[src/rtl/mac_seq_pkg.sv]
// Shared definitions for the MAC-array job sequencer.
//   N, DW, AW   : lane count, per-lane data/weight width, per-column accumulator width
//   seq_state_e : job controller states
//   lane_byte() : pull one lane's byte out of a packed N*DW vector
package mac_seq_pkg;

    localparam int N  = 5;
    localparam int DW = 8;
    localparam int AW = 16;

    typedef enum logic [1:0] {
        ST_IDLE   = 2'd0,
        ST_LOAD_W = 2'd1,
        ST_STREAM = 2'd2,
        ST_DRAIN  = 2'd3
    } seq_state_e;

    function automatic logic [DW-1:0] lane_byte(input logic [N*DW-1:0] vec, input int lane);
        return vec[lane*DW +: DW];
    endfunction

endpackage

[src/rtl/mac_array_sequencer_skew_line.sv]
// skew_line: fixed-depth shift-register delay, cleared by the async reset.
// Used for the per-lane input skew, the per-column output deskew and the
// vector valid-token pipe.
//   CLK, RSTN : clock, asynchronous active-low reset
//   d_i       : value entering the line
//   q_o       : d_i delayed by DEPTH cycles (DEPTH >= 1)
module skew_line #(
    parameter int DEPTH = 1,
    parameter int WIDTH = 1
) (
    input  logic             CLK,
    input  logic             RSTN,
    input  logic [WIDTH-1:0] d_i,
    output logic [WIDTH-1:0] q_o
);

    logic [WIDTH-1:0] stage_q [DEPTH];

    always_ff @(posedge CLK or negedge RSTN) begin
        if (!RSTN) begin
            for (int k = 0; k < DEPTH; k++) begin
                stage_q[k] <= '0;
            end
        end else begin
            stage_q[0] <= d_i;
            for (int k = 1; k < DEPTH; k++) begin
                stage_q[k] <= stage_q[k-1];
            end
        end
    end

    assign q_o = stage_q[DEPTH-1];

endmodule

[src/rtl/mac_array_sequencer.sv]
// mac_array_sequencer: job controller for the 5x5 weight-stationary MAC array.
// Loads five weight rows, streams T input vectors into the array with a
// per-lane diagonal skew, deskews the result columns and emits one aligned
// output vector (low byte per column) plus an overflow flag per input vector.
//   CLK, RSTN                         : clock, async active-low reset
//   start_i, t_len_i                  : job request and vector count (1..T_MAX)
//   busy_o, err_o, done_o             : job status, bad-request pulse, completion pulse
//   w_valid_i/w_ready_o/w_data_i      : weight-row stream (byte j = column j)
//   x_valid_i/x_ready_o/x_data_i      : input-vector stream (byte i = lane i)
//   arr_wload_o/arr_wsel_o/arr_wdata_o: weight row write into the array
//   arr_clr_o                         : accumulator clear, issued with the last weight row
//   arr_x_o/arr_xv_o                  : skewed lane data / lane valid into the array
//   arr_y_i                           : array result columns, column j = [AW*j +: AW]
//   out_valid_o/out_data_o/out_ov_o   : aligned result vector and overflow flag
//   job_ov_o                          : sticky overflow for the current job
module mac_array_sequencer
    import mac_seq_pkg::*;
#(
    parameter int T_MAX   = 16,
    parameter int ARR_LAT = 5
) (
    input  logic            CLK,
    input  logic            RSTN,
    input  logic            start_i,
    input  logic [4:0]      t_len_i,
    output logic            busy_o,
    output logic            err_o,
    input  logic            w_valid_i,
    output logic            w_ready_o,
    input  logic [N*DW-1:0] w_data_i,
    input  logic            x_valid_i,
    output logic            x_ready_o,
    input  logic [N*DW-1:0] x_data_i,
    output logic            arr_wload_o,
    output logic [2:0]      arr_wsel_o,
    output logic [N*DW-1:0] arr_wdata_o,
    output logic            arr_clr_o,
    output logic [N*DW-1:0] arr_x_o,
    output logic [N-1:0]    arr_xv_o,
    input  logic [N*AW-1:0] arr_y_i,
    output logic            out_valid_o,
    output logic [N*DW-1:0] out_data_o,
    output logic            out_ov_o,
    output logic            job_ov_o,
    output logic            done_o
);

    localparam logic [5:0] TMAX6 = 6'(T_MAX);
    localparam logic [2:0] WLAST = 3'(N-1);

    seq_state_e      state_q, state_d;
    logic [2:0]      wcnt_q, wcnt_d;
    logic [4:0]      tlen_q, tlen_d;
    logic [4:0]      xcnt_q, xcnt_d;
    logic [4:0]      ocnt_q, ocnt_d;
    logic            job_ov_q, job_ov_d;
    logic            err_q, err_d;
    logic            out_valid_q;
    logic [N*DW-1:0] out_data_q, out_data_d;
    logic            out_ov_q, out_ov_d;

    logic            start_ok;
    logic            x_hs;
    logic            tok;
    logic [DW:0]     lane_in  [N];
    logic [DW:0]     lane_out [N];
    logic [AW-1:0]   col_al   [N];

    assign start_ok = (t_len_i != 5'd0) && ({1'b0, t_len_i} <= TMAX6);
    assign x_hs     = x_ready_o & x_valid_i;

    // Control FSM: next state, counters and handshake outputs
    always_comb begin
        state_d     = state_q;
        wcnt_d      = wcnt_q;
        tlen_d      = tlen_q;
        xcnt_d      = xcnt_q;
        ocnt_d      = ocnt_q + {4'd0, out_valid_q};
        job_ov_d    = job_ov_q | out_ov_q;
        err_d       = 1'b0;
        w_ready_o   = 1'b0;
        x_ready_o   = 1'b0;
        arr_wload_o = 1'b0;
        arr_wsel_o  = 3'd0;
        arr_wdata_o = '0;
        arr_clr_o   = 1'b0;
        done_o      = 1'b0;
        case (state_q)
            ST_IDLE: begin
                if (start_i) begin
                    if (start_ok) begin
                        tlen_d   = t_len_i;
                        job_ov_d = 1'b0;
                        wcnt_d   = 3'd0;
                        xcnt_d   = 5'd0;
                        ocnt_d   = 5'd0;
                        state_d  = ST_LOAD_W;
                    end else begin
                        err_d = 1'b1;
                    end
                end
            end
            ST_LOAD_W: begin
                w_ready_o = 1'b1;
                if (w_valid_i) begin
                    arr_wload_o = 1'b1;
                    arr_wsel_o  = wcnt_q;
                    arr_wdata_o = w_data_i;
                    if (wcnt_q == WLAST) begin
                        // Clearing with the last row leaves the array ready for the first vector
                        arr_clr_o = 1'b1;
                        wcnt_d    = 3'd0;
                        state_d   = ST_STREAM;
                    end else begin
                        wcnt_d = wcnt_q + 3'd1;
                    end
                end
            end
            ST_STREAM: begin
                x_ready_o = 1'b1;
                if (x_valid_i) begin
                    if (xcnt_q + 5'd1 == tlen_q) begin
                        xcnt_d  = 5'd0;
                        state_d = ST_DRAIN;
                    end else begin
                        xcnt_d = xcnt_q + 5'd1;
                    end
                end
            end
            ST_DRAIN: begin
                // ocnt_q already includes the final output, so done lands one cycle after it
                if (ocnt_q == tlen_q) begin
                    done_o  = 1'b1;
                    state_d = ST_IDLE;
                end
            end
            default: state_d = ST_IDLE;
        endcase
    end

    // Input skew: lane i sees the vector 1+i cycles after acceptance; idle cycles are zero bubbles
    for (genvar i = 0; i < N; i++) begin : g_lane
        assign lane_in[i] = {x_hs, x_hs ? lane_byte(x_data_i, i) : {DW{1'b0}}};
        skew_line #(.DEPTH(1 + i), .WIDTH(DW + 1)) u_xskew (
            .CLK  (CLK),
            .RSTN (RSTN),
            .d_i  (lane_in[i]),
            .q_o  (lane_out[i])
        );
        assign arr_x_o[i*DW +: DW] = lane_out[i][DW-1:0];
        assign arr_xv_o[i]         = lane_out[i][DW];
    end

    // Output deskew: column j arrives j cycles after column 0, so it is delayed N-1-j
    for (genvar j = 0; j < N; j++) begin : g_col
        if (N - 1 - j > 0) begin : g_dly
            skew_line #(.DEPTH(N - 1 - j), .WIDTH(AW)) u_yskew (
                .CLK  (CLK),
                .RSTN (RSTN),
                .d_i  (arr_y_i[j*AW +: AW]),
                .q_o  (col_al[j])
            );
        end else begin : g_thru
            assign col_al[j] = arr_y_i[j*AW +: AW];
        end
    end

    // One token per accepted vector, timed to meet the fully deskewed result
    skew_line #(.DEPTH(ARR_LAT + N), .WIDTH(1)) u_tok (
        .CLK  (CLK),
        .RSTN (RSTN),
        .d_i  (x_hs),
        .q_o  (tok)
    );

    // Overflow means any column's accumulator has bits above the emitted byte
    always_comb begin
        out_data_d = '0;
        out_ov_d   = 1'b0;
        for (int j = 0; j < N; j++) begin
            out_data_d[j*DW +: DW] = tok ? col_al[j][DW-1:0] : {DW{1'b0}};
            if (tok && (col_al[j][AW-1:DW] != '0)) begin
                out_ov_d = 1'b1;
            end
        end
    end

    always_ff @(posedge CLK or negedge RSTN) begin
        if (!RSTN) begin
            state_q     <= ST_IDLE;
            wcnt_q      <= 3'd0;
            tlen_q      <= 5'd0;
            xcnt_q      <= 5'd0;
            ocnt_q      <= 5'd0;
            job_ov_q    <= 1'b0;
            err_q       <= 1'b0;
            out_valid_q <= 1'b0;
            out_data_q  <= '0;
            out_ov_q    <= 1'b0;
        end else begin
            state_q     <= state_d;
            wcnt_q      <= wcnt_d;
            tlen_q      <= tlen_d;
            xcnt_q      <= xcnt_d;
            ocnt_q      <= ocnt_d;
            job_ov_q    <= job_ov_d;
            err_q       <= err_d;
            out_valid_q <= tok;
            out_data_q  <= out_data_d;
            out_ov_q    <= out_ov_d;
        end
    end

    assign busy_o      = (state_q != ST_IDLE);
    assign err_o       = err_q;
    assign out_valid_o = out_valid_q;
    assign out_data_o  = out_data_q;
    assign out_ov_o    = out_ov_q;
    assign job_ov_o    = job_ov_q | out_ov_q;

endmodule

[config.mk]
export PLATFORM = sky130hd
export DESIGN_NAME = mac_array_sequencer
export DESIGN_NICKNAME = d
export VERILOG_FILES = /design/src/rtl/mac_seq_pkg.sv /design/src/rtl/mac_array_sequencer_skew_line.sv /design/src/rtl/mac_array_sequencer.sv
export SDC_FILE = /design/constraint.sdc
export NUM_CORES = 1
export LEC_CHECK = 0
export ABC_AREA = 1
export CAP_MARGIN = 15
export CORE_MARGIN = 2
export CORE_UTILIZATION = 35
export CTS_BUF_LIST = sky130_fd_sc_hd__clkbuf_4 sky130_fd_sc_hd__clkbuf_8
export CTS_CLUSTER_SIZE = 12
export DETAILED_ROUTE_END_ITERATION = 8
export PLACE_DENSITY_LB_ADDON = 0.25
export SYNTH_ARGS = -nofsm -noshare
export SYNTH_HDL_FRONTEND = slang
export SYNTH_SLANG_ARGS = --single-unit
[constraint.sdc]
create_clock -name CLK -period 3.1 [get_ports CLK]
set_clock_uncertainty 0.2 [all_clocks]
set_input_delay 0.775 -clock CLK [delete_from_list [all_inputs] [get_ports CLK]]
set_output_delay 0.775 -clock CLK [all_outputs]
set_load 0.01 [all_outputs]
==> metrics.md, run 1 <==
| Metric | Value |
|---|---|
| Status | `completed` |
| Synth area leader | `dfrtp_1` |
| Highest clock rate | `335 MHz` |
| DIE HEIGHT | `182 um` |
| Area share of the largest cell type after synthesis | `80.3%` |
| Top delay family on crit path | `buffers and inverters` |
| Total Wirelength | `21300 um` |
| PwrDens | `717 nW/um2` |
| Worst Hold Slack | `0.138 ns` |
| Largest net degree at the start of global routing | `74` |
| Power Total | `11300 uW` |
| Initial core utilization | `35.2%` |
| Worst reg-to-reg path cell count | `12` |
| Clock Path Buffers | `3` |
| Fin crit period | `2.98 ns` |
| Worst-Margin Slew | `0.862 ns` |
| Post-layout worst setup margin | `0.118 ns` |
| Tot GR Track Use | `13.6%` |
| Count leader, synth | `dfrtp_1` |
| Synthesized flop and latch total | `354` |
| Initial DRC count | `214` |
| Synth Cell Area | `11000 um2` |
| VDD IR max | `0.495 mV` |
| Mapped Cells | `835` |
| CTS tree | `done` |
| Grt ovf | `0` |
| WL/cell | `13.2 um` |
| Hold Crit Start | `g_col[1].g_dly.u_yskew.stage_q[29]$_DFF_PN0_` |
| Core Box Area | `31300 um2` |
| Leakage power | `0.00821 uW` |
| Via-to-Cell Ratio | `4.04` |
| Clock root cell | `clkbuf_8` |
| First-pass GRT wire length | `35700 um` |
| Layout cells sized above 1 | `11.0%` |
| H-tree lvl count | `2` |
| Critical path class | `reg2out` |
| Arr. time, crit path | `2.01 ns` |
| RSZ-0062 raised after global routing | `false` |
| Worst Hold Endpoint | `g_col[1].g_dly.u_yskew.q_o[13]$_DFF_PN0_` |
| Ports | `308` |
| Syn_nets | `1014` |
| Final slew viol count | `0` |
| Final GP Congestion | `0.770` |
| Worst setup EP type | `output port` |
| Top_reg_cell synth | `dfrtp_1` |
| Initial antenna violation count | `1` |
| Fin util | `50.2%` |
| Slowest CP cell | `clkdlybuf4s50_1` |
| Buf+Inv Stages, Crit Path | `2` |
| Min-delay worst type | `reg2reg` |
| Post-synth top cells | `354 x dfrtp_1, 162 x inv_1, 102 x nand2_1, 99 x nor2_1, 37 x buf_4` |
| Relative slew slack | `42.5%` |
| Critical path's largest stage delay | `0.60 ns` |
| # nets final | `1349` |
| Final ANT Viol Nets | `0` |
| Post-synth EDFFs | `0` |
| Vias in the first global route | `7120` |
| R2r endpoint | `state_q[0]$_DFFE_PN0P_` |
| Worst reg2reg setup slack | `1.23 ns` |
| Die ar. | `33000 um2` |
| Post-route setup TNS | `0 ns` |
| Post-synth cell types | `24` |
| Clk_lat worst skew | `0.58 ns` |
| Count of final setup violators | `0` |
| Die X | `182 um` |
| Syn_area_per_cell | `13.2 um2` |
| CP Cell Sequence | `inv_1 -> ha_1 -> clkdlybuf4s50_1` |
| Startpoint Class | `flop` |
| Async S/R FF share, synth | `100%` |
| Setup WS pre-CTS | `-0.131 ns` |
| Cells on Worst Hold Path | `0` |
| DRT Pass-1 Iters | `4` |
| Sequential fraction of the synthesis area | `80.3%` |
| Total of warnings raised by yosys | `0` |
| # DRC | `0` |
| Final hold vios | `0` |
| Area grow syn2layout | `42.6%` |
| Area contributors post-synth | `dfrtp_1 80%, inv_1 5.5%, nand2_1 3.5%, nor2_1 3.4%, buf_4 2.5%` |
| CTS clk-pin slew, worst paths | `0.06 ns` |
| Critical path required time | `2.12 ns` |
| Hpwl dp | `14900 um` |
| Max-cap check violation count | `0` |
| R2R Path Start | `xcnt_q[0]$_DFFE_PN0P_` |
| Core Rows | `65` |
| Clock Sinks | `354` |
| Fin crit share | `96.2%` |
| TritonCTS Buffers | `56` |
| Crit-path max FO | `5` |
| DR vias | `6525` |
| IO Port Bufs | `307` |
-- cells in the final DEF (no fill, tap or decap), types with 2 or more instances in the layout --
cell type / instances
a21oi_1: 3
buf_12: 7
buf_4: 12
clkbuf_4: 20
clkbuf_8: 71
clkdlybuf4s50_1: 260
clkinv_2: 6
dfrtp_1: 352
dfrtp_2: 2
dlygate4sd2_1: 45
ha_1: 7
inv_1: 161
nand2_1: 102
nand3_1: 12
nand3_2: 3
nand4_1: 6
nor2_1: 99
nor4_1: 10
o21ai_0: 10
o21ai_1: 2
o22ai_1: 2
xor2_1: 4
-- sequential cells by signal, indices dropped and copies added, names as in the netlist --
signal                       flops
state_q                          2
wcnt_q                           3
u_tok.stage_q                    4
out_valid_o                      1
ocnt_q                           5
u_tok.q_o                        1
g_lane.u_xskew.q_o              45
out_data_o                      40
tlen_q                           5
g_col.g_dly.u_yskew.stage_q     96
job_ov_q                         1
out_ov_o                         1
err_o                            1
xcnt_q                           5
g_lane.u_xskew.stage_q          80
g_col.g_dly.u_yskew.q_o         64
-- layout make-up --
cell class              instances  area, um2
multi-input cells             269       1250
well taps                     402        503
flip-flops and latches        354       8860
diodes                          1       2.50
repair buffers                327       3260
fillers                      2725      15600
clock buffers                  91       1130
clock inverters                11        113
inverters                     162        608
-- worst register-to-register path: stages (launching register included) --
cell and delay (ns):
dfrtp_1 0.42, ha_1 0.35, inv_1 0.05, nand2_1 0.05, nand2_1 0.05, nor2_1 0.09, nand2_1 0.06, nor2_1 0.11
nand3_2 0.09, nand2_4 0.11, nand2_2 0.06, nand2_1 0.06, nand2_1 0.05
-- report_power, final --
| part | internal [uW] | switching (uW) | total (uW) |
|---|---|---|---|
| clock network | 2400 | 1740 | 4140 |
| logic | 879 | 916 | 1800 |
| registers | 5100 | 235 | 5340 |
| total | 8380 | 2900 | 11300 |
-- cells by family (layout without fill, tap and decap cells) --
group                    count (synthesis)  in the layout  share of synthesized area (%)
buffers and inverters                  212            591                           8.48
AO/OA/AOI/OAI                           18             18                          0.862
adder cells (fa/ha/maj)                  9              9                           1.02
AND/OR/NAND/NOR                        237            237                           8.93
flip-flops                             354            354                           80.3
other                                    0              1                              0
XOR/XNOR                                 5              5                          0.397
-- through the flow --
stage	instance area [um2]	cells
finish	15700	1617
global route	15700	1617
CTS	15700	1616
detailed placement	14500	1511
global placement	14500	1511
floorplan	11000	835
-- worst max path at each step --
stage / startpoint / end / slack (ns) / cells past startpoint
after floorplan: w_valid_i / arr_wload_o / 0.79 / 3
after global placement: w_valid_i / arr_wdata_o[2] / -0.06 / 5
after detailed placement: w_valid_i / arr_wdata_o[32] / -0.13 / 5
after CTS: wcnt_q[0]$_DFFE_PN0P_ / arr_clr_o / 0.0003 / 5
after global routing: state_q[0]$_DFFE_PN0P_ / x_ready_o / 0.04 / 3
final: state_q[0]$_DFFE_PN0P_ / x_ready_o / 0.12 / 3
-- routing by layer --
layer  GRT usage, %  vias up  part of all wire [%]
met5              0        -                     0
li1               -     3091                     -
met3           5.01       57                   8.6
met1           15.9     3158                    39
met4           5.79        0                   3.1
met2           22.6      219                    50
-- what timing repair did --
item | in CTS | in global routing
hold buffers | 1 | 0
pin swaps | 0 | 0
setup endpoints to repair | 46 | 2
gates resized for setup | 48 | 3
endpoints found under the hold margin | 62 | 0
setup buffers | 2 | 0
Power figures use the tool's default switching activity.
==> run 2: changes to the inputs <==
--- a/config.mk
+++ b/config.mk
@@ -13,6 +13,7 @@
 export CTS_CLUSTER_SIZE = 12
 export DETAILED_ROUTE_END_ITERATION = 8
 export PLACE_DENSITY_LB_ADDON = 0.25
+export SETUP_SLACK_MARGIN = 0.05
 export SYNTH_ARGS = -nofsm -noshare
 export SYNTH_HDL_FRONTEND = slang
 export SYNTH_SLANG_ARGS = --single-unit
==> constraint.sdc (replaced) <==
create_clock -name CLK -period 2.75 [get_ports CLK]
set_clock_uncertainty 0.2 [all_clocks]
set_input_delay 0.6875 -clock CLK [delete_from_list [all_inputs] [get_ports CLK]]
set_output_delay 0.6875 -clock CLK [all_outputs]
set_load 0.01 [all_outputs]
==> metrics.md, run 2 (synthesized netlist as in run 1, its figures left out) <==
| Metric | Value |
|---|---|
| # nets final | `1351` |
| Post-layout worst setup margin | `0.129 ns` |
| RSZ-0062 raised after global routing | `true` |
| Initial DRC count | `268` |
| H-tree lvl count | `2` |
| Worst-Margin Slew | `0.858 ns` |
| Status | `completed` |
| Top delay family on crit path | `buffers and inverters` |
| Worst Hold Slack | `0.139 ns` |
| Tot GR Track Use | `13.4%` |
| IO Port Bufs | `307` |
| Hpwl dp | `14600 um` |
| # DRC | `0` |
| Slowest CP cell | `dfrtp_1` |
| Worst setup EP type | `output port` |
| Die X | `182 um` |
| Ports | `308` |
| Total Wirelength | `21500 um` |
| Initial antenna violation count | `0` |
| Die ar. | `33000 um2` |
| Final GP Congestion | `0.765` |
| Startpoint Class | `flop` |
| DIE HEIGHT | `182 um` |
| Crit-path max FO | `5` |
| Max FFs per register | `96` |
| Worst reg2reg setup slack | `0.87 ns` |
| Largest net degree at the start of global routing | `65` |
| VDD IR max | `0.521 mV` |
| Max-cap check violation count | `0` |
| Placed inst area | `14500 um2` |
| Final hold vios | `0` |
| Clock root cell | `clkbuf_8` |
| Initial core utilization | `35.2%` |
| Clk_lat worst skew | `0.59 ns` |
| Clock Sinks | `354` |
| Leakage power | `0.00811 uW` |
| CTS tree | `done` |
| Count of final setup violators | `0` |
| CP Cell Sequence | `buf_4 -> buf_4 -> ha_2 -> dlygate4sd2_1` |
| Final ANT Viol Nets | `0` |
| Setup WS pre-CTS | `-0.249 ns` |
| Layout cells sized above 1 | `15.7%` |
| Final slew viol count | `0` |
| Core Rows | `65` |
| Largest Register | `g_col.g_dly.u_yskew.stage_q` |
| Critical path class | `reg2out` |
| Inserted Diodes | `0` |
| Relative slew slack | `42.8%` |
| Via-to-Cell Ratio | `3.96` |
| First-pass GRT wire length | `35200 um` |
| Commonest non-fill, non-tap cell in the layout | `dfrtp_1` |
| Critical Path Most Common Cell | `buf_4` |
| Area grow syn2layout | `42.0%` |
| Min-delay worst type | `reg2reg` |
| Arr. time, crit path | `1.73 ns` |
| Clock Path Buffers | `3` |
| WL/cell | `13.3 um` |
| Buf+Inv Stages, Crit Path | `3` |
| Fin crit share | `95.3%` |
| DRT Pass-1 Iters | `4` |
| Critical path required time | `1.86 ns` |
| Highest clock rate | `382 MHz` |
| Grt ovf | `0` |
| TritonCTS Buffers | `55` |
| Vias in the first global route | `6818` |
| DR vias | `6419` |
| Core Box Area | `31300 um2` |
| Critical path's largest stage delay | `0.39 ns` |
| Fin crit period | `2.62 ns` |
| PwrDens | `812 nW/um2` |
| Design area | `15700 um2` |
| CTS clk-pin slew, worst paths | `0.07 ns` |
| Most frequent cells in the layout | `352 x dfrtp_1, 255 x clkdlybuf4s50_1, 161 x inv_1, 101 x nand2_1, 93 x nor2_1` |
run 2: cell types whose count changed in the layout (fill, tap and decap cells not counted), moves of 2 or more:
cell             delta
nor2_2              +6
clkdlybuf4s50_1     -5
buf_4               +2
dlygate4sd2_1      -41
buf_2              +35
clkdlybuf4s15_2     +9
nor2_1              -6
run 2: path summary, 6_finish.rpt:
| check | end | cells after the start | from |
|---|---|---|---|
| max in group asynchronous | g_lane[4].u_xskew.q_o[2]$_DFF_PN0_ | 3 | RSTN |
| min reg2reg | g_col[2].g_dly.u_yskew.q_o[1]$_DFF_PN0_ | 0 | g_col[2].g_dly.u_yskew.stage_q[17]$_DFF_PN0_ |
| min | g_col[2].g_dly.u_yskew.q_o[1]$_DFF_PN0_ | 0 | g_col[2].g_dly.u_yskew.stage_q[17]$_DFF_PN0_ |
| min in group asynchronous | g_col[0].g_dly.u_yskew.stage_q[43]$_DFF_PN0_ | 2 | RSTN |
| max reg2reg | xcnt_q[0]$_DFFE_PN0P_ | 11 | state_q[1]$_DFFE_PN0P_ |
| max | x_ready_o | 4 | state_q[1]$_DFFE_PN0P_ |
run 2: timing repair:
action | CTS | global route
hold buffers | 1 | 0
gates cloned | 0 | 2
resized for setup | 150 | 42
hold endpoints to repair | 51 | 0
buffers inserted | 1 | 1
setup endpoints to repair | 50 | 46
run 2: power by group:
group | internal, uW | switching, uW
Sequential | 5750 | 267
Combinational | 997 | 1050
Clock | 2670 | 1980
Total | 9420 | 3300
run 2: final cells by class:
type	count	area (um2)
Fill cell	2770	15600
Sequential cell	354	8860
Timing Repair Buffer	330	3180
Multi-Input combinational cell	269	1280
Clock buffer	89	1110
Inverter	162	608
Tap cell	402	503
Clock inverter	13	128
run 2: layer usage:
| metal | vias to the layer above | track usage [%] | part of all wire (%) |
|---|---|---|---|
| li1 | 3098 | - | - |
| met1 | 3077 | 15.9 | 39 |
| met2 | 198 | 22.2 | 49 |
| met3 | 46 | 5.42 | 8.9 |
| met4 | 0 | 4.68 | 2.4 |
| met5 | - | 0 | 0 |
run 2: per-stage QoR:
stage               power (uW)   TNS, ns  util [%]  instances
global route             13500  -0.00103      50.0       1619
detailed placement        8200     -9.91      46.3       1512
CTS                      13000         0      50.5       1616
global placement          8150     -9.06      46.3       1512
finish                   12700         0      50.0       1619
floorplan                 7030         0         -        835
==> variant, RTL diff (settings of run 1) <==
Change the package constant `AW` from 16 to 17.
--- a/src/rtl/mac_seq_pkg.sv
+++ b/src/rtl/mac_seq_pkg.sv
@@ -6,7 +6,7 @@
 
     localparam int N  = 5;
     localparam int DW = 8;
-    localparam int AW = 16;
+    localparam int AW = 17;
 
     typedef enum logic [1:0] {
         ST_IDLE   = 2'd0,
Ports: changed (resized arr_y_i); port bits go from 308 to 313. No check against the original RTL was run, so the function may have changed too.
==> variant against run 1 <==
  * Design area rose by 1.7%
  * Wire length rose by 3.4%
  * Worst setup slack improved by 0.047 ns
  * Sequential cell count rose by 10
  * Maximum frequency rose by 1.6%
  * Synthesized area rose by 2.6%
  * First-iteration DRC count rose by 15%
  * Hold slack improved by 0.0026 ns
  * Power rose by 1.7%
  * Final cell count rose by 0.31%
  * Highest routed layer unchanged
==> variant: results <==
export IMPL_num_nonclk_inverters=155
export IMPL_area_growth_pct=41.5
export IMPL_vdd_drop_max_mv=0.429
export IMPL_ys_warn_count=0
export IMPL_grt_pass1_wl_um=35500
export IMPL_path_max_fanout=4
export IMPL_nFillCells=2791
export IMPL_arrival_ns=1.96
export IMPL_final_cell_area_mm2=0.0160
export IMPL_gp_congestion=0.747
export IMPL_critPathMaxStageDelay_ns=0.60
export IMPL_powerDensity_mw_per_mm2=716
export IMPL_via_per_inst=4.05
export IMPL_area_share_nonclk_buffers_pct=20.3
export IMPL_synth_distinct_cells=31
export IMPL_regToRegSetupSlack_ns=1.13
export IMPL_clkbuf_count=88
export IMPL_whs_ns=0.140
export IMPL_ff2ff_path_depth=10
export IMPL_multi_input_area_share_pct=8.17
export IMPL_outcome="completed"
export IMPL_finalNetCount=1360
export IMPL_worstHoldEndpoint="g_col[1].g_dly.u_yskew.q_o[12]"
export IMPL_portBuffers=312
export IMPL_synth_area_top_cells="dfrtp_1 (81%), inv_1 (5.0%), nor2_1 (3.5%), nand2_1 (2.9%), buf_4 (2.5%)"
export IMPL_start_kind="register"
export IMPL_track_usage_pct=13.4
export IMPL_postPlaceCellArea_mm2=0.0148
export IMPL_final_setup_worst_slack_ns=0.165
export IMPL_synth_common_cells="dfrtp_1 (364), inv_1 (150), nor2_1 (106), nand2_1 (88), buf_4 (37)"
export IMPL_drtIter0Drc=247
export IMPL_dp_slack_ns=-0.0939
export IMPL_numCtsBuffers=57
export IMPL_grt_pass1_vias=7112
export IMPL_r2r_start="state_q[0]"
export IMPL_p_int_w=0.00852
export IMPL_multi_input_cells=272
export IMPL_largest_register_ffs=102
export IMPL_synth_nets=1025
export IMPL_worst_slew_pin_slew_ns=0.516
export IMPL_first_pass_iters=4
export IMPL_dp_cells=1517
export IMPL_drive_above_1_share_pct=11.1
export IMPL_synth_ff_type="dfrtp_1"
export IMPL_final_cells=1622
export IMPL_hp_class="reg -> reg"
export IMPL_wire_per_inst_um=13.6
==> variant: repair_timing <==
action / in CTS / in global routing
endpoints found under the hold margin: 59 / 0
hold buffers: 1 / 0
setup buffers: 1 / 0
endpoints found under the setup margin: 46 / 1
gates resized for setup: 49 / 1
==> variant: logic make-up (layout without fill, tap and decap cells) <==
logic type	Yosys count	in the layout	synth area share, %
compound gates	19	19	0.907
xor+xnor	7	7	0.542
fa+ha+maj	9	9	0.995
buf+inv	205	583	8.04
flops	364	364	80.5
mux	1	1	0.0995
other cells	0	1	0
simple gates	236	236	8.90
==> variant: per-layer routing <==
layer  global-route usage [%]  wire, µm  up-vias
met4                     5.47       586        0
li1                         -         -     3118
met2                     22.4     11100      197
met5                        0         0        -
met1                     15.1      8390     3200
met3                     5.71      1990       52
